### config.mk
export PLATFORM = sky130hd
export DESIGN_NAME = beam_direction_detector
export DESIGN_NICKNAME = d
export VERILOG_FILES = /design/src/rtl/parking_pkg.sv /design/src/rtl/beam_sync_filter.sv /design/src/rtl/beam_direction_detector.sv
export SDC_FILE = /design/constraint.sdc
export NUM_CORES = 1
export LEC_CHECK = 0
export CAP_MARGIN = 20
export CORE_UTILIZATION = 63
export CTS_BUF_LIST = sky130_fd_sc_hd__clkbuf_4
export DETAILED_ROUTE_END_ITERATION = 16
export GPL_ROUTABILITY_DRIVEN = 0
export PLACE_DENSITY_LB_ADDON = 0.12
export REMOVE_ABC_BUFFERS = 1
export SETUP_SLACK_MARGIN = 0.1
export SYNTH_ARGS = -nofsm -noshare
export SYNTH_HDL_FRONTEND = slang
export SYNTH_SLANG_ARGS = --single-unit
### constraint.sdc
create_clock -name clk -period 2.7 [get_ports clk]
set_input_delay 0.54 -clock clk [delete_from_list [all_inputs] [get_ports clk]]
set_output_delay 0.54 -clock clk [all_outputs]
set_load 0.02 [all_outputs]
### src/rtl/parking_pkg.sv
// Shared definitions for the parking gate front end: beam encodings,
// direction-detector state codes and default timing constants.
package parking_pkg;

  // Default timing: 50 MHz clock, 10 s gate stall limit, 20 ms debounce.
  localparam int unsigned CLK_HZ         = 50_000_000;
  localparam int unsigned GATE_TIMEOUT_S = 10;
  localparam int unsigned DEBOUNCE_MS    = 20;

  // Beam sensor levels.
  localparam logic BEAM_BLOCKED = 1'b1;
  localparam logic BEAM_CLEAR   = 1'b0;

  // Combined {a,b} beam patterns.
  localparam logic [1:0] AB_NONE = {BEAM_CLEAR,   BEAM_CLEAR};
  localparam logic [1:0] AB_A    = {BEAM_BLOCKED, BEAM_CLEAR};
  localparam logic [1:0] AB_B    = {BEAM_CLEAR,   BEAM_BLOCKED};
  localparam logic [1:0] AB_BOTH = {BEAM_BLOCKED, BEAM_BLOCKED};

  // Direction detector states.
  typedef logic [2:0] beam_state_t;
  localparam beam_state_t S_IDLE       = 3'd0;
  localparam beam_state_t S_IN_A       = 3'd1;
  localparam beam_state_t S_IN_AB      = 3'd2;
  localparam beam_state_t S_IN_B       = 3'd3;
  localparam beam_state_t S_OUT_B      = 3'd4;
  localparam beam_state_t S_OUT_BA     = 3'd5;
  localparam beam_state_t S_OUT_A      = 3'd6;
  localparam beam_state_t S_ABORT_WAIT = 3'd7;

endpackage

### src/rtl/beam_sync_filter.sv
// Two-flop synchronizer for one raw beam, optionally followed by a
// stability filter (enabled with macro BEAM_FILTER_EN).
// Ports: clk, rst (async active-high), i_beam (raw, async), o_beam (clean).
module beam_sync_filter #(
  parameter int unsigned DEBOUNCE_CYCLES = 1
) (
  input  logic clk,
  input  logic rst,
  input  logic i_beam,
  output logic o_beam
);

  logic r_sync1;
  logic r_sync2;

  // Debounce length must be at least one cycle.
  if (DEBOUNCE_CYCLES == 0) begin : g_bad_cfg
    $error("beam_sync_filter: DEBOUNCE_CYCLES must be nonzero");
  end

  // Metastability synchronizer.
  always_ff @(posedge clk or posedge rst) begin
    if (rst) begin
      r_sync1 <= 1'b0;
      r_sync2 <= 1'b0;
    end else begin
      r_sync1 <= i_beam;
      r_sync2 <= r_sync1;
    end
  end

`ifdef BEAM_FILTER_EN
  localparam int unsigned CW = $clog2(DEBOUNCE_CYCLES + 1);
  localparam logic [CW-1:0] C_LAST = CW'(DEBOUNCE_CYCLES - 1);

  logic          r_filt;
  logic [CW-1:0] r_cnt;

  // Accept a new level after it has been seen on DEBOUNCE_CYCLES
  // consecutive edges; any return to the old level restarts the count.
  always_ff @(posedge clk or posedge rst) begin
    if (rst) begin
      r_filt <= 1'b0;
      r_cnt  <= '0;
    end else if (r_sync2 == r_filt) begin
      r_cnt <= '0;
    end else if (r_cnt == C_LAST) begin
      r_filt <= r_sync2;
      r_cnt  <= '0;
    end else begin
      r_cnt <= r_cnt + CW'(1);
    end
  end

  assign o_beam = r_filt;
`else
  assign o_beam = r_sync2;
`endif

endmodule

### src/rtl/beam_direction_detector.sv
// Gate beam direction detector: turns the street-side (A) and lot-side (B)
// IR beams into entry/exit pulses, with fault on stalls and illegal moves.
// Optional input debounce via macro BEAM_FILTER_EN.
// Ports: clk, rst (async active-high), beam_a, beam_b (raw, async),
//        entry_pulse, exit_pulse, fault_pulse (1-cycle), busy (not IDLE).
module beam_direction_detector
  import parking_pkg::*;
#(
  parameter int unsigned TIMEOUT_CYCLES  = CLK_HZ * GATE_TIMEOUT_S,
  parameter int unsigned DEBOUNCE_CYCLES = (CLK_HZ / 1000) * DEBOUNCE_MS
) (
  input  logic clk,
  input  logic rst,
  input  logic beam_a,
  input  logic beam_b,
  output logic entry_pulse,
  output logic exit_pulse,
  output logic fault_pulse,
  output logic busy
);

  localparam int unsigned TW = $clog2(TIMEOUT_CYCLES + 1);
  localparam logic [TW-1:0] T_LAST = TW'(TIMEOUT_CYCLES - 1);

  logic          w_a;
  logic          w_b;
  logic [1:0]    w_ab;
  beam_state_t   r_state;
  beam_state_t   w_next;
  logic [TW-1:0] r_timer;
  logic          w_counting;
  logic          w_entry;
  logic          w_exit;
  logic          w_fault;

  beam_sync_filter #(.DEBOUNCE_CYCLES(DEBOUNCE_CYCLES)) u_filt_a (
    .clk(clk), .rst(rst), .i_beam(beam_a), .o_beam(w_a)
  );

  beam_sync_filter #(.DEBOUNCE_CYCLES(DEBOUNCE_CYCLES)) u_filt_b (
    .clk(clk), .rst(rst), .i_beam(beam_b), .o_beam(w_b)
  );

  assign w_ab       = {w_a, w_b};
  assign w_counting = (r_state != S_IDLE) && (r_state != S_ABORT_WAIT);

  // State register.
  always_ff @(posedge clk or posedge rst) begin
    if (rst) r_state <= S_IDLE;
    else     r_state <= w_next;
  end

  // Next state and pulse decode.
  always_comb begin
    w_next  = r_state;
    w_entry = 1'b0;
    w_exit  = 1'b0;
    w_fault = 1'b0;
    case (r_state)
      S_IDLE: case (w_ab)
        AB_A:    w_next = S_IN_A;
        AB_B:    w_next = S_OUT_B;
        AB_BOTH: begin w_next = S_ABORT_WAIT; w_fault = 1'b1; end
        default: w_next = r_state;
      endcase
      S_IN_A: case (w_ab)
        AB_BOTH: w_next = S_IN_AB;
        AB_NONE: w_next = S_IDLE;
        AB_B:    begin w_next = S_ABORT_WAIT; w_fault = 1'b1; end
        default: w_next = r_state;
      endcase
      S_IN_AB: case (w_ab)
        AB_B:    w_next = S_IN_B;
        AB_A:    w_next = S_IN_A;
        AB_NONE: begin w_next = S_ABORT_WAIT; w_fault = 1'b1; end
        default: w_next = r_state;
      endcase
      S_IN_B: case (w_ab)
        AB_NONE: begin w_next = S_IDLE; w_entry = 1'b1; end
        AB_BOTH: w_next = S_IN_AB;
        AB_A:    begin w_next = S_ABORT_WAIT; w_fault = 1'b1; end
        default: w_next = r_state;
      endcase
      S_OUT_B: case (w_ab)
        AB_BOTH: w_next = S_OUT_BA;
        AB_NONE: w_next = S_IDLE;
        AB_A:    begin w_next = S_ABORT_WAIT; w_fault = 1'b1; end
        default: w_next = r_state;
      endcase
      S_OUT_BA: case (w_ab)
        AB_A:    w_next = S_OUT_A;
        AB_B:    w_next = S_OUT_B;
        AB_NONE: begin w_next = S_ABORT_WAIT; w_fault = 1'b1; end
        default: w_next = r_state;
      endcase
      S_OUT_A: case (w_ab)
        AB_NONE: begin w_next = S_IDLE; w_exit = 1'b1; end
        AB_BOTH: w_next = S_OUT_BA;
        AB_B:    begin w_next = S_ABORT_WAIT; w_fault = 1'b1; end
        default: w_next = r_state;
      endcase
      S_ABORT_WAIT: begin
        if (w_ab == AB_NONE) w_next = S_IDLE;
      end
      default: w_next = S_IDLE;
    endcase

    // Stall abort only when the beams did not move this cycle.
    if (w_counting && (w_next == r_state) && (r_timer == T_LAST)) begin
      w_next  = S_ABORT_WAIT;
      w_fault = 1'b1;
    end
  end

  // Dwell timer: cleared on any state change, saturating.
  always_ff @(posedge clk or posedge rst) begin
    if (rst) begin
      r_timer <= '0;
    end else if ((w_next != r_state) || !w_counting) begin
      r_timer <= '0;
    end else if (r_timer != T_LAST) begin
      r_timer <= r_timer + TW'(1);
    end
  end

  // Registered outputs, aligned with the state update.
  always_ff @(posedge clk or posedge rst) begin
    if (rst) begin
      entry_pulse <= 1'b0;
      exit_pulse  <= 1'b0;
      fault_pulse <= 1'b0;
      busy        <= 1'b0;
    end else begin
      entry_pulse <= w_entry;
      exit_pulse  <= w_exit;
      fault_pulse <= w_fault;
      busy        <= (w_next != S_IDLE);
    end
  end

endmodule

# == Word level (Yosys, flattened, before mapping) ==
# Cells that the tools add are included.
# classes
add_sub_neg,1
mul,0
n_div,0
n_lt_le_gt_ge,0
eq_ne,15
shifts,0
muxes,20
bitwise_logic,0
reduce_logical,13
# ops
cell,count
$pmux W3 S3,7
$mux W29,2
$add A29 B1 Y29 const B,1
$eq A29 B29 Y1 const B,1
$ne A29 B29 Y1 const B,1
$pmux W3 S8,1
$eq A3 B3 Y1 const B,4
$mux W1,7
$eq A3 B2 Y1 const B,2
$mux W3,2
$reduce_bool A3 Y1,2
$reduce_or A2 Y1,3
$eq A2 B2 Y1 const B,2
$pmux W1 S4,1
$eq A3 B1 Y1 const B,1
$eq A3 B3 Y1,1
$logic_and A1 B1 Y1,3
$logic_not A3 Y1,1
$ne A3 B3 Y1,1
$ne A3 B3 Y1 const B,1
$eq A2 B1 Y1 const B,1
$logic_not A2 Y1,1
$reduce_bool A2 Y1,1
$logic_not A1 Y1,1
$logic_or A1 B1 Y1,1
# word_totals
regBits,40
latchBits,0
mem_bits_rw,0
rom_bits,0
inputBits,4
mem_count,0

# == Depth between registers and ports, before layout ==
# Gate-level depths: netlist of the first run.
# depth
depth_word,10
mapped_depth,9
ltp_nobuf,6

# == By module ==
# From an unflattened synthesis of the first run, not the netlist that was laid out.
# unflattened
hier_cells,232
area_unflattened_um2,2203.4
# by_module_without_submodules
mod,n_inst,cells_each,area_per_inst_um2,seq_area_each_um2
beam_direction_detector,1,226,2095.8,900.9
beam_sync_filter,2,3,53.8,50.0

# == Worst setup path before layout of the first run ==
# OpenSTA, ideal clock, no wires.
# synth_timing
path_type,flip-flop to flip-flop
from,register r_timer[17]
to,register r_timer[11]
setup_ns,0.151
arrival_time_ns,2.233
setup_slack_ns,0.316
path_stages_with_launch,8
n_path_buf,2
cell_sequence,dfrtp_1 or4b_2 or4_4 nor3_4 buf_6 o2111a_1 buf_6 nor3_1
# synth_between
elab_chain_cells,6
word_cells_on_any_way,8
cone_classes,eq/ne (3); mux (2); reduce/logical (3)
# synth_rtl
item,line_no,source
"start, declared",beam_direction_detector.sv:30,logic [TW-1:0] r_timer;
"start signal, assigned",beam_direction_detector.sv:122,r_timer <= r_timer + TW'(1);
$eq A29 B29 Y1,beam_direction_detector.sv:109,if (w_counting && (w_next == r_state) && (r_timer == T_LAST)) begin
$logic_and A1 B1 Y1,beam_direction_detector.sv:109,
$mux W3,beam_direction_detector.sv:109,
$ne A3 B3 Y1,beam_direction_detector.sv:119,end else if ((w_next != r_state) || !w_counting) begin
$logic_or A1 B1 Y1,beam_direction_detector.sv:119,
$mux W29 / $reduce_bool A2 Y1 (equally long branches),n/a,
# Parallel ways exist; a longest one is shown, timed or not.
# A chain may end at the register's enable or synchronous reset.

# == Worst setup path in the final report of the first run ==
# layout_timing
from,register r_timer[8]
to,register r_state[2]
# layout_between
elab_chain_cells,3
# layout_rtl
item,line_no,source
$eq A29 B29 Y1,beam_direction_detector.sv:109,
$logic_and A1 B1 Y1,beam_direction_detector.sv:109,
$mux W3,beam_direction_detector.sv:109,
via w_next[2],beam_direction_detector.sv:29,beam_state_t w_next;
"end signal, assigned",beam_direction_detector.sv:50,else r_state <= w_next;
"end, declared",beam_direction_detector.sv:28,beam_state_t r_state;
# The timed path passes the listed nets, and every way through them passes these cells.

==> impl_metrics.csv, run 1 <==
group,metric,value,unit
outcome,status,"complete, no violations",
floorplan,start_util,0.6620,
yosys,synth.top_cell.area_share,0.4069,
cells_and_area,layout_common_cells,"dfrtp_1, nor2_1, nand2_1, xnor2_1, nor3_1",
pwr,switchingPower,0.6543,mW
setup_path,rr_worst_depth,5,
yosys,synth_edf_count,0,
pwr,comb_power_share,0.391,
clock_network,cts_tree,"built",
drt,avgViaCountPerCell,6.557,
setup_path,path_buf_inv,0,
placed_design,port_buffers,7,
setup_path,critPathMaxFanout,6,
yosys,yosys_warnings,0,
drt,drt_iter0_markers,256,
setup_path,startpoint,"r_timer[8]",
yosys,synth_top_cell_by_area,"dfrtp_1",
setup_path,rr_startpoint,"r_timer[8]",
pwr,seqPwrFrac,0.434,
grt,grt_use_total,0.2986,
drt,vias,2190,
setup_path,worstSetupPathType,"flip-flop to flip-flop",
yosys,ys_seq_area_frac,0.4069,
yosys,yosys-top-cells-area,"dfrtp_1, xnor2_1, nor2_1",
drt,wl_per_cell,16.51,um
drt,antenna_left,0,
sta,period_needed,2.534,ns
grt,antenna_found_initial,0,
clock_network,clk_latency,0.35,ns
cells_and_area,drive_above_1_share,0.08042,
yosys,synth.distinct_cells,53,
drt,first_pass_iters,5,
setup_path,end_kind,"flip-flop",
yosys,syn_area,2460,sq um
clock_network,cts_root_buffer,"clkbuf_4",
setup_path,rrSetupSlack,0.17,ns
pwr,pwr-share-clk,0.174,
drt,drc,0,
grt,grtUsageMet1,0.4388,
placed_design,dpl-instance-area,2587,sq um
setup_path,cp_data_required_time,3.00,ns
floorplan,num_rows,22,
sta,drv_slew,0,
floorplan,die_y,64.49,um
grt,globalRouteOverflowTotal,0,
grt,grt_pass1_vias,2037,
sta,fin_worst_skew,0.009041,ns
setup_path,cp_slowest_stage_delay,0.60,ns
sta,hold_violations,0,
grt,grt-busiest-layer,"met2",
pwr,switching_share,0.3925,
floorplan,core,3716,sq um
yosys,postSynthCellCount,279,
clock_network,clk_pin_slew,0.12,ns
setup_path,critPathCapture,"r_state[2]",
floorplan,dieArea,4158,sq um
sta,setup_tns,0,ns
setup_path,critPathArrivalTime,2.83,ns
clock_network,cts_made_buffers,5,
drt,wl,5.516,mm
hold_path,hold_class,"flip-flop to flip-flop",
sta,period_share,0.9386,
sta,slew_headroom,0.4632,
grt,grt_pass1_wl,9.453,mm
cells_and_area,final_area,2643,sq um
setup_path,setup.worst_path.start_class,"flip-flop",
setup_path,worstReg2RegEnd,"r_state[2]",
setup_path,crit_chain,"or4b_1 -> or4_4 -> o41ai_1 -> and3_1 -> o31a_1",
setup_path,worst_path_max_delay_cell,"or4b_1",
pwr,leakage,1.011,nW
sta,rsz0062_at_grt,"false",
pwr,power_density,630.8,nW/um^2
cells_and_area,antenna_cells,0,
floorplan,io_pins,8,
grt,met3_usage,0.05458,
yosys,synth_seq_cells,40,
pwr,internal_power,1.013,mW
placed_design,place_hpwl,3.881,mm
grt,grtUsageMet2,0.4447,
sta,tightest_slew,0.8022,ns
cells_and_area,final_common_cell,"dfrtp_1",
job,drv_cap,0,
pwr,ir_drop,0.5069,mV
floorplan,die_w,64.49,um
setup_path,cp.depth,5,
grt,grt_max_degree,41,
sta,finalSetupViolCount,0,
sta,fmax,0.3946,GHz
clock_network,cts_htree_levels,2,
clock_network,cts_setup_buffers,0,
yosys,syn_area_per_cell,8.817,sq um
setup_path,critPathTopFamily,"simple AND/OR/NAND/NOR gates",
clock_network,clock_path_buffers,2,
clock_network,clock-sinks,40,
cells_and_area,area_growth,7.426,%
cells_and_area,fin_nets,291,
yosys,synthArstFlopShare,1.000,
yosys,ys.flop_type,"dfrtp_1",
==> final cells by class <==
| cell class | count | area [sq um] |
|---|---|---|
| well taps | 48 | 60.06 |
| clock buffers | 5 | 37.54 |
| clock inverters | 2 | 12.51 |
| inverters | 7 | 26.28 |
| multi-input cells | 214 | 1349 |
| flip-flops and latches | 40 | 1001 |
| fillers | 309 | 1074 |
| repair buffers | 18 | 156.4 |
==> power groups by stage <==
| stage | registers (mW) | clock network (mW) | logic, mW |
|---|---|---|---|
| 4_1_cts | 0.721 | 0.299 | 0.639 |
| 3_3_place_gp | 0.733 | 0 | 0.628 |
| 2_1_floorplan | 0.767 | 0 | 0.388 |
| 6_report | 0.724 | 0.291 | 0.652 |
| 5_1_grt | 0.734 | 0.320 | 0.719 |
| 3_5_place_dp | 0.734 | 0 | 0.633 |
==> state kept, by name, summed over array words and instances (netlist names) <==
signal            flops
fault_pulse           1
u_filt_b.r_sync1      1
exit_pulse            1
u_filt_a.o_beam       1
entry_pulse           1
r_timer              29
u_filt_a.r_sync1      1
u_filt_b.o_beam       1
busy                  1
r_state               3
==> timing repair <==
item                       in CTS  in global routing
gates resized for setup         0                  2
hold buffers                    0                  0
setup endpoints to repair       0                 22
==> layer usage <==
| metal | wire, um | up-vias | part of all wire |
|---|---|---|---|
| met5 | 0 | - | 0 |
| met4 | 114 | 0 | 0.021 |
| met3 | 390 | 13 | 0.071 |
| met2 | 2461 | 90 | 0.45 |
| met1 | 2549 | 1050 | 0.46 |
| li1 | - | 1037 | - |
==> cell families (layout without fill, tap and decap cells) <==
family	count (synthesis)	count (layout)	share of synthesized area
AO/OA/AOI/OAI	46	46	0.1343
XOR/XNOR	25	25	0.08901
adder cells (fa/ha/maj)	1	1	0.005086
buffers and inverters	25	32	0.04527
flip-flops	40	40	0.4069
multiplexers	2	2	0.008139
AND/OR/NAND/NOR	140	140	0.3113
==> synthesized netlist by cell type (4+ instances only) <==
cell / instances
o21ai_0: 8
nor4_1: 11
inv_1: 7
nand4_1: 8
and3_1: 8
clkbuf_1: 14
or3_1: 5
nand2_1: 20
a21oi_1: 10
nand3_1: 11
nor2_1: 31
nand2b_1: 6
xnor2_1: 16
and4_1: 5
xor2_1: 9
and2_1: 4
nor3_1: 16
dfrtp_1: 40
==> worst min-delay path by stage <==
stage	end	slack, ns	cells after the start	from
CTS	u_filt_a.o_beam	0.37	0	u_filt_a.r_sync1
detailed placement	u_filt_a.o_beam	0.34	0	u_filt_a.r_sync1
floorplan	u_filt_a.o_beam	0.33	0	u_filt_a.r_sync1
finish	u_filt_a.o_beam	0.37	0	u_filt_a.r_sync1
global route	u_filt_b.o_beam	0.38	0	u_filt_b.r_sync1
global placement	u_filt_b.o_beam	0.33	0	u_filt_b.r_sync1
==> stage by stage <==
step	setup slack, ns	utilization	hold slack, ns	cells	total power [mW]
after floorplan	0.08525	-	0.3312	261	1.155
after global placement	0.2439	0.6963	0.3328	327	1.361
after detailed placement	0.2106	0.6963	0.3378	327	1.366
after CTS	0.1630	0.7098	0.3749	334	1.659
after global routing	0.1167	0.7111	0.3810	334	1.773
final	0.1659	0.7111	0.3709	334	1.667
Power figures use the tool's default switching activity.
==> run 2, diff against run 1 <==
CORE_UTILIZATION = 45   (was 63)
==> impl_metrics.csv, run 2 (synthesized netlist as in run 1, its figures left out) <==
group,metric,value,unit
sta,worst_slack,0.2042,ns
clock_network,cts_htree_levels,2,
cells_and_area,top_register,"r_timer",
setup_path,worstSetupPathType,"flip-flop to flip-flop",
placed_design,pre_cts_ws,0.1844,ns
sta,fmax,0.4007,GHz
drt,avgViaCountPerCell,5.992,
cells_and_area,largest_register_ffs,29,
floorplan,io_pins,8,
setup_path,setup.worst_path.start_class,"flip-flop",
pwr,leakage,1.032,nW
setup_path,critPathArrivalTime,2.76,ns
grt,grt_max_degree,41,
pwr,power_density,661.0,nW/um^2
sta,hold_violations,0,
cells_and_area,area_growth,10.48,%
floorplan,core,5172,sq um
grt,globalRouteOverflowTotal,0,
drt,drc,0,
sta,drv_slew,0,
cells_and_area,biggestRegsByFlops,"r_timer: 29 flops, r_state: 3 flops",
cells_and_area,drive_above_1_share,0.09028,
cells_and_area,antenna_cells,0,
grt,grt_pass1_vias,1879,
drt,antenna_left,0,
sta,slew_headroom,0.4274,
clock_network,cts_root_buffer,"clkbuf_4",
grt,antenna_found_initial,0,
setup_path,end_kind,"flip-flop",
pwr,ir_drop,0.3287,mV
hold_path,hold_class,"flip-flop to flip-flop",
pwr,pwr-share-clk,0.223,
cells_and_area,multi_input_area,1349,sq um
job,drv_cap,0,
drt,first_pass_iters,4,
clock_network,clock-sinks,40,
pwr,seqPwrFrac,0.394,
grt,grt_use_total,0.2104,
floorplan,dieArea,5766,sq um
floorplan,num_rows,26,
sta,period_share,0.9244,
clock_network,cts_made_buffers,5,
drt,vias,2145,
sta,period_needed,2.496,ns
sta,rsz0062_at_grt,"false",
pwr,internal_power,1.134,mW
setup_path,critPathMaxFanout,9,
cells_and_area,regArea,1002,sq um
hold_path,whs_path_depth,0,
cells_and_area,final_common_cell,"dfrtp_1",
drt,wl_per_cell,15.74,um
drt,drt_iter0_markers,156,
sta,fin_worst_skew,0.006080,ns
cells_and_area,fin_nets,292,
pwr,switchingPower,0.6621,mW
clock_network,clock_path_buffers,2,
drt,wl,5.636,mm
pwr,switching_share,0.3686,
placed_design,place_hpwl,4.009,mm
cells_and_area,layout_common_cells,"dfrtp_1, nor2_1, nand2_1, xnor2_1, nor3_1",
clock_network,cts_tree,"built",
floorplan,die_w,75.94,um
clock_network,hold_buffers,0,
sta,finalSetupViolCount,0,
clock_network,clk_latency,0.35,ns
outcome,status,"complete, no violations",
placed_design,port_buffers,7,
cells_and_area,fillers,498,
floorplan,start_util,0.4756,
setup_path,rr_worst_depth,6,
grt,grt_pass1_wl,9.673,mm
setup_path,cp_data_required_time,2.96,ns
pwr,comb_power_share,0.383,
clock_network,clk_pin_slew,0.12,ns
sta,setup_tns,0,ns
sta,tightest_slew,0.8556,ns
floorplan,die_y,75.94,um
[run 2: layout make-up]
cell class	count	share of cell area
Inverter	7	0.009668
Timing Repair Buffer	19	0.06354
Tap cell	70	0.03223
Multi-Input combinational cell	214	0.4963
Clock inverter	3	0.01565
Clock buffer	5	0.01381
Sequential cell	40	0.3688
[run 2: timing repair]
| item | in CTS | in global routing |
|---|---|---|
| buffers inserted | 0 | 0 |
| gates resized for setup | 0 | 2 |
| endpoints found under the setup margin | 0 | 10 |
[run 2: per-layer routing]
metal  share of wire  global-route usage  vias up
met5               0                   0        -
met4           0.013             0.05769        0
met3           0.039             0.03614        7
met2            0.44              0.2945       45
met1            0.51              0.3305     1052
li1                -                   -     1041
[run 2: through the flow]
stage / hold WS, ns / area, sq um / utilization / total power, mW / std cells
4_1_cts: 0.3673 / 2715 / 0.5249 / 1.805 / 358
3_5_place_dp: 0.3370 / 2635 / 0.5094 / 1.400 / 350
5_1_grt: 0.3713 / 2718 / 0.5254 / 1.909 / 358
2_1_floorplan: 0.3312 / 2375 / - / 1.155 / 261
6_report: 0.3636 / 2718 / 0.5254 / 1.796 / 358
3_3_place_gp: 0.3332 / 2635 / 0.5094 / 1.405 / 350
[run 2: final timing paths]
check,startpoint,end,slack (ns)
setup reg to reg,r_timer[8],fault_pulse,0.20
hold reg to reg,u_filt_b.r_sync1,u_filt_b.o_beam,0.36
setup / recovery,r_timer[8],fault_pulse,0.20
max in group asynchronous,rst,r_timer[8],1.72
hold / removal,u_filt_b.r_sync1,u_filt_b.o_beam,0.36
min in group asynchronous,rst,u_filt_b.r_sync1,0.59
[run 2: critical path: stages (launching register included)]
cell      delay, ns
dfrtp_2        0.46
or4b_1         0.59
or4_4          0.59
nor3_4         0.24
buf_4          0.19
o22ai_1        0.09
a221oi_2       0.26
[run 2: power groups by stage]
| stage | logic (mW) | clock network, mW | registers, mW |
|---|---|---|---|
| floorplan | 0.388 | 0 | 0.767 |
| global placement | 0.688 | 0 | 0.717 |
| detailed placement | 0.681 | 0 | 0.719 |
| CTS | 0.686 | 0.413 | 0.706 |
| global route | 0.757 | 0.437 | 0.715 |
| finish | 0.688 | 0.401 | 0.708 |
